### config.mk
export PLATFORM = sky130hd
export DESIGN_NAME = io_bridge
export DESIGN_NICKNAME = d
export VERILOG_FILES = /design/src/rtl/io_bridge.sv
export SDC_FILE = /design/constraint.sdc
export NUM_CORES = 1
export LEC_CHECK = 0
export BUFFER_PORTS_ARGS = -buffer_cell sky130_fd_sc_hd__buf_4
export CAP_MARGIN = 20
export CORE_ASPECT_RATIO = 1.75
export CORE_MARGIN = 2
export CORE_UTILIZATION = 45
export CTS_BUF_LIST = sky130_fd_sc_hd__clkbuf_16
export CTS_CLUSTER_SIZE = 40
export DETAILED_ROUTE_END_ITERATION = 7
export PLACE_DENSITY = 0.7
export SLEW_MARGIN = 20
export SYNTH_ARGS = -nofsm -noshare
export SYNTH_HDL_FRONTEND = slang
export SYNTH_SLANG_ARGS = --single-unit
export TNS_END_PERCENT = 100
### constraint.sdc
create_clock -name clk -period 13.1 [get_ports clk]
set_input_delay 2.62 -clock clk [delete_from_list [all_inputs] [get_ports clk]]
set_output_delay 2.62 -clock clk [all_outputs]
set_load 0.02 [all_outputs]
### src/rtl/io_bridge.sv
// io_bridge: CPU IO-channel responder with RX/TX byte FIFOs, UART TX sequencer and error status.
module io_bridge #(
    parameter int DEPTH = 16,
    parameter int AW    = 4
) (
    input  logic       clk,
    input  logic       rst,
    output logic [7:0] io_in_data,
    input  logic       io_in_rdy,
    output logic       io_in_vld,
    input  logic [7:0] io_out_data,
    output logic       io_out_rdy,
    input  logic       io_out_vld,
    output logic [4:0] io_err,
    input  logic       err_clr,
    input  logic [7:0] rx_data,
    input  logic       rx_stb,
    input  logic       rx_ferr,
    output logic [7:0] tx_data,
    output logic       tx_start,
    input  logic       tx_busy
);
    typedef enum logic [1:0] {S_IDLE, S_LOAD, S_HOLD, S_WAIT} tx_state_t;
    localparam logic [AW:0] FULL = DEPTH[AW:0];
    logic [7:0]    rx_mem [DEPTH];
    logic [7:0]    tx_mem [DEPTH];
    logic [AW-1:0] rx_wr, rx_rd, tx_wr, tx_rd;
    logic [AW:0]   rx_count, tx_count;
    logic [2:0]    sticky, events;
    logic          rx_full, tx_full, rx_push, rx_pop, tx_push, tx_pop, stalled;
    tx_state_t     state, next;
    assign rx_full    = rx_count == FULL;
    assign tx_full    = tx_count == FULL;
    assign io_in_vld  = rx_count != '0;
    assign io_in_data = rx_mem[rx_rd];
    assign io_out_rdy = !tx_full;
    assign rx_pop     = io_in_rdy & io_in_vld;
    assign rx_push    = rx_stb & (!rx_full | rx_pop);
    assign tx_push    = io_out_vld & io_out_rdy;
    assign tx_pop     = state == S_LOAD;
    assign tx_start   = state == S_LOAD;
    assign events     = {stalled & !io_out_vld, rx_stb & rx_ferr, rx_stb & rx_full & !rx_pop};
    assign io_err     = {tx_full, rx_full, sticky};
    always_comb begin
        next = state;
        next = (state == S_IDLE) ? ((tx_count != '0 && !tx_busy) ? S_LOAD : S_IDLE) :
               (state == S_LOAD) ? S_HOLD :
               (state == S_HOLD) ? S_WAIT :
               (tx_busy ? S_WAIT : S_IDLE);
    end
    always_ff @(posedge clk or posedge rst) begin
        if (rst) begin
            rx_mem   <= '{default: '0};
            rx_wr    <= '0;
            rx_rd    <= '0;
            rx_count <= '0;
        end else begin
            if (rx_push) begin
                rx_mem[rx_wr] <= rx_data;
                rx_wr         <= rx_wr + 1'b1;
            end
            if (rx_pop)
                rx_rd <= rx_rd + 1'b1;
            rx_count <= rx_count + (AW+1)'(rx_push) - (AW+1)'(rx_pop);
        end
    end
    // tx_data is captured on entry to LOAD so it is already valid during the tx_start pulse
    always_ff @(posedge clk or posedge rst) begin
        if (rst) begin
            tx_mem   <= '{default: '0};
            tx_wr    <= '0;
            tx_rd    <= '0;
            tx_count <= '0;
            tx_data  <= '0;
            state    <= S_IDLE;
        end else begin
            if (tx_push) begin
                tx_mem[tx_wr] <= io_out_data;
                tx_wr         <= tx_wr + 1'b1;
            end
            if (tx_pop)
                tx_rd <= tx_rd + 1'b1;
            if (state == S_IDLE && next == S_LOAD)
                tx_data <= tx_mem[tx_rd];
            tx_count <= tx_count + (AW+1)'(tx_push) - (AW+1)'(tx_pop);
            state    <= next;
        end
    end
    always_ff @(posedge clk or posedge rst) begin
        if (rst) begin
            sticky  <= '0;
            stalled <= 1'b0;
        end else begin
            sticky  <= (sticky & {3{~err_clr}}) | events;
            stalled <= io_out_vld & !io_out_rdy;
        end
    end
endmodule

; Word level (Yosys, flattened, before mapping)
; Index checks and enable logic that the tools add are counted.
; W data, S select, Z words.
[word_totals]
inputBits = 24
ff_bits = 296
output_inout_bits = 24
[classes]
eq_ne = 5
n_addsub = 8
bitwise = 16
order_cmp = 6
n_reduce_logical = 12
mux = 17
[ops]
columns = cell, count
row1 = $bwmux W128, 2
row2 = $bmux W8 S4, 2
row3 = $demux W8 S4, 2
row4 = $mux W8, 6
row5 = $ge A5 B5 Y1 const B, 4
row6 = $not A4 Y5, 4
row7 = $add A4 B1 Y4 const B, 4
row8 = $add A5 B1 Y5, 2
row9 = $eq A5 B5 Y1 const B, 2
row10 = $lt A5 B1 Y1 const B, 2
row11 = $reduce_bool A5 Y1, 2
row12 = $sub A5 B1 Y5, 2
row13 = $and A1 B1 Y1, 8
row14 = $mux W2, 4
row15 = $logic_not A1 Y1, 5
row16 = $eq A2 B1 Y1 const B, 2
row17 = $logic_and A1 B1 Y1, 4
row18 = $and A3 B3 Y3, 1
row19 = $or A3 B3 Y3, 1
row20 = $eq A2 B2 Y1 const B, 1
row21 = $logic_not A2 Y1, 1
row22 = $mux W1, 1
row23 = $not A1 Y1, 1
row24 = $or A1 B1 Y1, 1

; Longest topological paths before layout
; Gate-level depths: netlist (run 1).
[logic_depth]
word_depth = 6
ltp_mapped = 17

; Worst setup path after synthesis (run 1)
; Ideal clock, no wire load.
[synth_path]
path_type = input to register
start = input io_out_vld
end = register tx_count[4]
n_path_buf = 2
slack_ps = 8638
path_stages = 13
setup_ps = 80
arrival_time_ps = 4382
cell_sequence = nor2b_4 > buf_6 > buf_6 > inv_1 > ha_1 > inv_1 > ha_1 > inv_1 > fa_1 > inv_1 > a21oi_1 > o21bai_1 > xnor2_1
[synth_between]
elab_chain_cells = 3
[synth_lines]
columns = item, line
row1 = start: declaration, 13  ; input logic io_out_vld,
row2 = $and A1 B1 Y1, 39  ; assign tx_push = io_out_vld & io_out_rdy;
row3 = $add A5 B1 Y5, 85  ; tx_count <= tx_count + (AW+1)'(tx_push) - (AW+1)'(tx_pop);
row4 = $sub A5 B1 Y5, 85
row5 = end signal: assignment, 85
row6 = end: declaration, 28  ; logic [AW:0] rx_count, tx_count;
; No other way between the ends.
; A chain may end at the register's enable or synchronous reset.

; Final worst setup path (run 1)
[layout_path]
start = register rx_rd[0]
end = output io_in_data[3]
[layout_between]
elab_chain_cells = 4
[layout_lines]
columns = item, line
row1 = start: declaration, 27  ; logic [AW-1:0] rx_wr, rx_rd, tx_wr, tx_rd;
row2 = start signal: assignment, 63  ; rx_rd <= rx_rd + 1'b1;
row3 = $not A4 Y5 (not written as such), 35  ; assign io_in_data = rx_mem[rx_rd];
row4 = $bmux W8 S4, 35
row5 = $mux W8 (not written as such) (2 in series), 35
row6 = end: declaration, 8  ; output logic [7:0] io_in_data,
; No other way between the ends. The select of a mux whose other input is x is not followed.

==> impl_metrics.tcl, run 1 <==
set metrics [dict create \
    grt_pass1_vias 7864 \
    synth-seq-cells 296 \
    p_leak_nw 6.80 \
    final_cell_mix "294 x dfrtp_1, 258 x mux2_2, 53 x buf_4" \
    stdcell_area_mm2 0.0152 \
    period_needed_ns 5.56 \
    holdWs_ns 0.498 \
    worstPathRequired_ns 10.48 \
    ctsLongestPathBuffers 3 \
    h-tree-depth 1 \
    crit_arrival_ns 2.94 \
    wl_per_cell_um 21.8 \
    outcome "finished, final reports clean" \
    fillers 2550 \
    post_cts_buffers 0 \
    grt-ovfl-total 0 \
    crit_path_end_kind "output port" \
    cts_tree "built" \
    cap_violations 0 \
    dp.cells 1256 \
    dp_slack_ns 8.07 \
    cts.sinks 296 \
    start_util 0.453 \
    yosys.area.top_type_share 0.535 \
    dr.pass1.iters 6 \
    crit_slowest_cell "dfrtp_2" \
    drc 0 \
    die_area_mm2 0.0322 \
    max_freq_mhz 180 \
    ctsHoldBuffers 0 \
    wl_met2_um 16000 \
    pin_count 48 \
    drive_above_1_share 0.459 \
    grtUsageTotal 0.182 \
    num_vias 7341 \
    yosys.area.top_type "dfrtp_1" \
    fp.dieW_um 137 \
    routedLengthMet1_um 10800 \
    clkLatencyLatePin_ns 0.54 \
    synth.distinct_cells 44 \
    path_clk_slew_ns 0.06 \
    highest_layer "met4" \
    instances_no_fill 1306 \
    fin_setup_tns_ns 0 \
    ant_nets 0 \
    worstSetupPathType "register to output port" \
    route.met3.wl_um 743 \
    rsz0062_at_grt "false" \
    setup_viol 0 \
    powerDensity_mw_per_mm2 253 \
    place_area_mm2 0.0144 \
    synth-edff-count 0 \
    antenna_found_initial 0 \
    synthArstFlopShare 1.00 \
    startpoint_type "register" \
    syn_area_mm2 0.0138 \
    seq_area_frac_synth 0.535 \
    fin_worst_skew_ns 0.00642 \
    diodes 0 \
    portBuffers 47 \
    slew_violations 0 \
    wl_um 28400 \
    power_mw 3.86 \
    cts_made_buffers 28 \
    globalplace.congestion 0.751 \
    holdCritPathClass "register to register" \
    avgSynthCellArea_um2 15.9 \
    finalCritPeriodShare 0.424 \
    final_core_util 0.500 \
    layout_commonest_cell "dfrtp_1" \
    die_y_um 236 \
    worst_slack_ns 7.54 \
    slowest_delay_ns 1.02 \
    area_growth_syn_to_layout_pct 10.2 \
    clockRootBuffer "clkbuf_16" \
    yosysWarnings 0 \
    crit_path_cell_trace "mux4_1 > mux4_2 > buf_4" \
    grt_start_max_net_pins 153 \
    synthFlopType "dfrtp_1" \
    crit_fanout 35 \
    worst_pin_slew_ns 1.00 \
    viasPerCell 5.62 \
    row_count 85 \
    syn-num-nets 919 \
    grt_pass1_wl_um 45000 \
    core_mm2 0.0305 \
    slew_headroom 0.332 \
    vdd_ir_drop_max_v 0.000153 \
    ys_top_cells_by_area "dfrtp_1 54%, mux2_2 21%, mux4_2 6.5%" \
    syn_inst 871 \
    hold_viol 0 \
    nets 943 \
    hpwlAfterDp_um 19000 \
    drt_iter0_drc 350 \
    cts_resized 0 \
]
==> cell families after synthesis <==
family	after synthesis	synth area share
adder cells (fa/ha/maj)	24	0.0228
buffers and inverters	86	0.0300
AO/OA/AOI/OAI	30	0.0148
AND/OR/NAND/NOR	77	0.0430
flip-flops	296	0.535
XOR/XNOR	20	0.0127
multiplexers	338	0.342
==> report_power, final <==
| group | internal [mW] | total [mW] | switching (mW) | leakage, nW |
|---|---|---|---|---|
| Clock | 0.397 | 0.734 | 0.337 | 0.427 |
| Sequential | 1.36 | 1.68 | 0.325 | 3.64 |
| Combinational | 0.872 | 1.44 | 0.568 | 2.73 |
==> state kept, by name, indices dropped and copies added, names as in the netlist <==
| register | cells |
|---|---|
| sticky | 3 |
| tx_wr | 4 |
| rx_wr | 4 |
| rx_count | 5 |
| rx_mem | 128 |
| tx_count | 5 |
| tx_mem | 128 |
| stalled | 1 |
| state | 2 |
| rx_rd | 4 |
| tx_data | 8 |
| tx_rd | 4 |
==> cell type report <==
cell class / instances / area (um2) / area share
well taps: 391 / 489 / 0.0321
multi-input cells: 489 / 6030 / 0.395
clock buffers: 29 / 726 / 0.0476
flip-flops and latches: 296 / 7410 / 0.486
clock inverters: 21 / 86.3 / 0.00566
inverters: 27 / 114 / 0.00747
repair buffers: 53 / 398 / 0.0261
==> worst paths after layout <==
kind / slack [ns] / start / cells after the start / end
setup reg to reg: 9.94 / rx_count[2] / 13 / rx_count[4]
hold / removal: 0.50 / tx_mem[33] / 1 / tx_mem[33]
setup / recovery: 7.54 / rx_rd[0] / 3 / io_in_data[3]
hold reg to reg: 0.50 / tx_mem[33] / 1 / tx_mem[33]
max in group asynchronous: 9.31 / rst / 3 / rx_rd[0]
min in group asynchronous: 2.19 / rst / 2 / tx_mem[83]
==> Yosys cell counts (2+ instances only) <==
cell / instances
a21oi_1: 5
a221oi_1: 8
xnor2_1: 14
mux4_1: 32
clkbuf_1: 29
mux2_2: 258
fa_1: 2
o21ai_0: 3
nor2_1: 17
o22ai_1: 9
a21o_1: 2
nor2b_1: 5
nand2_1: 7
xor2_1: 6
ha_1: 22
buf_4: 6
mux4_2: 40
mux2i_1: 8
nand3_4: 4
and2_1: 3
nand3_2: 17
buf_1: 5
inv_1: 26
nand4_1: 6
dfrtp_1: 296
and3_1: 3
nand4_2: 5
buf_2: 13
buf_6: 5
==> per-layer routing <==
| metal | vias up | track usage |
|---|---|---|
| met2 | 100 | 0.342 |
| met1 | 3907 | 0.207 |
| met4 | 0 | 0.0609 |
| met3 | 43 | 0.0226 |
| li1 | 3291 | - |
| met5 | - | 0 |
==> worst max-delay path: cells and delay by family (launching register included) <==
kind	cells	cell delay, ns
muxes	2	1.18
DFF	1	1.02
buffers and inverters	1	0.18
Note: power is estimated with default switching activity, not from simulation.
==> run 2: changes to the inputs <==
Settings changed: ABC_AREA set to 1.
Clock period 13.1 ns to 5.2 ns, I/O delays scaled along.
==> impl_metrics.tcl, run 2 <==
set metrics [dict create \
    outcome "finished, final reports clean" \
    globalplace.congestion 0.951 \
    power_mw 10.7 \
    drive_above_1_share 0.0941 \
    intPower_mw 6.20 \
    synth.distinct_cells 34 \
    vdd_ir_drop_max_v 0.000416 \
    grt_pass1_wl_um 64200 \
    layout_commonest_cell "nand2_1" \
    hpwlAfterDp_um 26700 \
    yosys.area.top_type_share 0.494 \
    crit_fanout 95 \
    fin_setup_tns_ns 0 \
    ys_top_cells_by_area "dfrtp_1 49%, nand2_1 16%, nand3_1 9.2%" \
    cts_resized 0 \
    hold_viol 0 \
    syn_area_mm2 0.0150 \
    multi_input_area_mm2 0.00612 \
    die_y_um 245 \
    avgSynthCellArea_um2 7.95 \
    pin_count 48 \
    synthArstFlopShare 1.00 \
    core_mm2 0.0329 \
    reg.largest.list "rx_mem x128, tx_mem x128, tx_data x8" \
    ctsLongestPathBuffers 3 \
    fp.dieW_um 142 \
    rrSetupSlack_ns 2.68 \
    p_leak_nw 8.36 \
    slew_violations 0 \
    seq_area_mm2 0.00741 \
    p_seq_frac 0.393 \
    h-tree-depth 1 \
    antenna_found_initial 0 \
    nets 1918 \
    startpoint_type "register" \
    slew_headroom 0.370 \
    grt_pass1_vias 12100 \
    start_util 0.455 \
    combinationalPowerShare 0.400 \
    clkLatencyLatePin_ns 0.57 \
    syn_inst 1886 \
    p_clk_frac 0.206 \
    switchingPower_mw 4.52 \
    die_area_mm2 0.0348 \
    grt_start_max_net_pins 161 \
    ctsHoldBuffers 0 \
    setup_viol 0 \
    crit_slowest_cell "dfrtp_4" \
    fillers 3146 \
    yosys-top-cells-count "632 x nand2_1, 296 x dfrtp_1, 277 x nand3_1" \
    crit_path_cell_trace "buf_4 > a21oi_1 > o21ai_0 > nand3_1 > nand3_1 > nand2_1 > buf_4" \
    slowest_delay_ns 0.99 \
    place_area_mm2 0.0154 \
    cts_tree "built" \
    swShare 0.422 \
    period_needed_ns 3.64 \
    seq_area_frac_synth 0.494 \
    cts_made_buffers 29 \
    finalCritPeriodShare 0.701 \
    r2r-start "rx_count[2]" \
    post_cts_buffers 0 \
    final_cell_mix "632 x nand2_1, 293 x dfrtp_1, 277 x nand3_1" \
    worstPathRequired_ns 4.16 \
    grt-ovfl-total 0 \
    diodes 0 \
    syn-num-nets 1934 \
    grtUsageTotal 0.232 \
    clockRootBuffer "clkbuf_16" \
    synth-seq-cells 296 \
    rsz0062_at_grt "false" \
    min_from "stalled" \
    path_clk_slew_ns 0.06 \
    powerDensity_mw_per_mm2 656 \
    worst_pin_slew_ns 0.945 \
    holdWs_ns 0.462 \
    r2r_end "rx_count[4]" \
    whs_endpoint "sticky[2]" \
    dr.pass1.iters 5 \
    wl_um 39500 \
    yosysWarnings 0 \
    viasPerCell 5.30 \
    worstSetupPathType "register to output port" \
    cts.sinks 296 \
    holdCritPathClass "register to register" \
    drc 0 \
    stdcell_area_mm2 0.0163 \
    wl_per_cell_um 17.2 \
    synth_most_common_cell "nand2_1" \
    row_count 88 \
    drt_iter0_drc 872 \
    max_freq_mhz 274 \
    crit_path_end_kind "output port" \
    fin_worst_skew_ns 0.0299 \
    min_path_cells 2 \
    num_vias 12200 \
    area_growth_syn_to_layout_pct 9.02 \
    synth-edff-count 0 \
    crit_arrival_ns 2.60 \
    cap_violations 0 \
    ant_nets 0 \
    portBuffers 47 \
    synthFlopType "dfrtp_1" \
    reg2reg_depth 14 \
    yosys.area.top_type "dfrtp_1" \
]
## run 2: cell count changes after synthesis, moves of 40 or more
cell,delta
inv_1,+177
mux2_2,-258
mux4_2,-40
nand2_1,+625
nand3_1,+276
o21ai_0,+62
o21ai_1,+90
## run 2: stage by stage
stage	cells	setup WS (ns)	util
3_3_place_gp	2244	2.20	0.466
2_1_floorplan	1886	0.229	-
4_1_cts	2296	1.57	0.496
3_5_place_dp	2244	2.16	0.466
5_1_grt	2296	1.38	0.496
6_report	2296	1.56	0.496
## run 2: worst max-delay path, delay by kind of cell (launching register included)
| kind | cells | cell delay, ns |
|---|---|---|
| and+or+nand+nor | 3 | 0.31 |
| DFF | 1 | 0.99 |
| AOI/OAI and AO/OA | 2 | 0.21 |
| buffers and inverters | 2 | 0.52 |
## run 2: worst max-delay path by stage
stage / start / end / slack [ns] / cells past startpoint
detailed placement: rx_rd[0] / io_in_data[7] / 2.16 / 7
global placement: rx_rd[0] / io_in_data[7] / 2.20 / 7
finish: rx_rd[0] / io_in_data[4] / 1.56 / 7
global route: rx_rd[0] / io_in_data[4] / 1.38 / 7
CTS: rx_rd[0] / io_in_data[7] / 1.57 / 7
floorplan: rst / rx_count[0] / 0.23 / 1
## run 2: metal layers
| layer | global-route usage | vias to the layer above | share of wire |
|---|---|---|---|
| li1 | - | 5953 | - |
| met4 | 0.158 | 0 | 0.074 |
| met5 | 0 | - | 0 |
| met1 | 0.255 | 5713 | 0.37 |
| met2 | 0.417 | 354 | 0.52 |
| met3 | 0.0253 | 153 | 0.036 |
## run 2: logic make-up (layout without fill, tap and decap cells)
group | count (synthesis) | after routing | synth area share
buf+inv | 325 | 330 | 0.0978
compound gates | 240 | 240 | 0.0897
xor+xnor | 20 | 20 | 0.0117
fa+ha+maj | 24 | 24 | 0.0210
simple gates | 981 | 981 | 0.286
flops | 296 | 296 | 0.494
## run 2: power groups by stage
stage / clock network (mW) / logic [mW] / registers [mW]
floorplan: 0 / 3.36 / 3.86
CTS: 2.26 / 4.31 / 4.20
global route: 2.35 / 4.88 / 4.34
detailed placement: 0 / 4.28 / 4.23
finish: 2.21 / 4.29 / 4.22
global placement: 0 / 4.19 / 4.19
## run 2: final cells by class
type                    instances  share of cell area
flip-flops and latches        296               0.454
clock inverters                23              0.0159
repair buffers                 61              0.0303
inverters                     217              0.0504
well taps                     405              0.0310
multi-input cells            1265               0.374
clock buffers                  29              0.0444
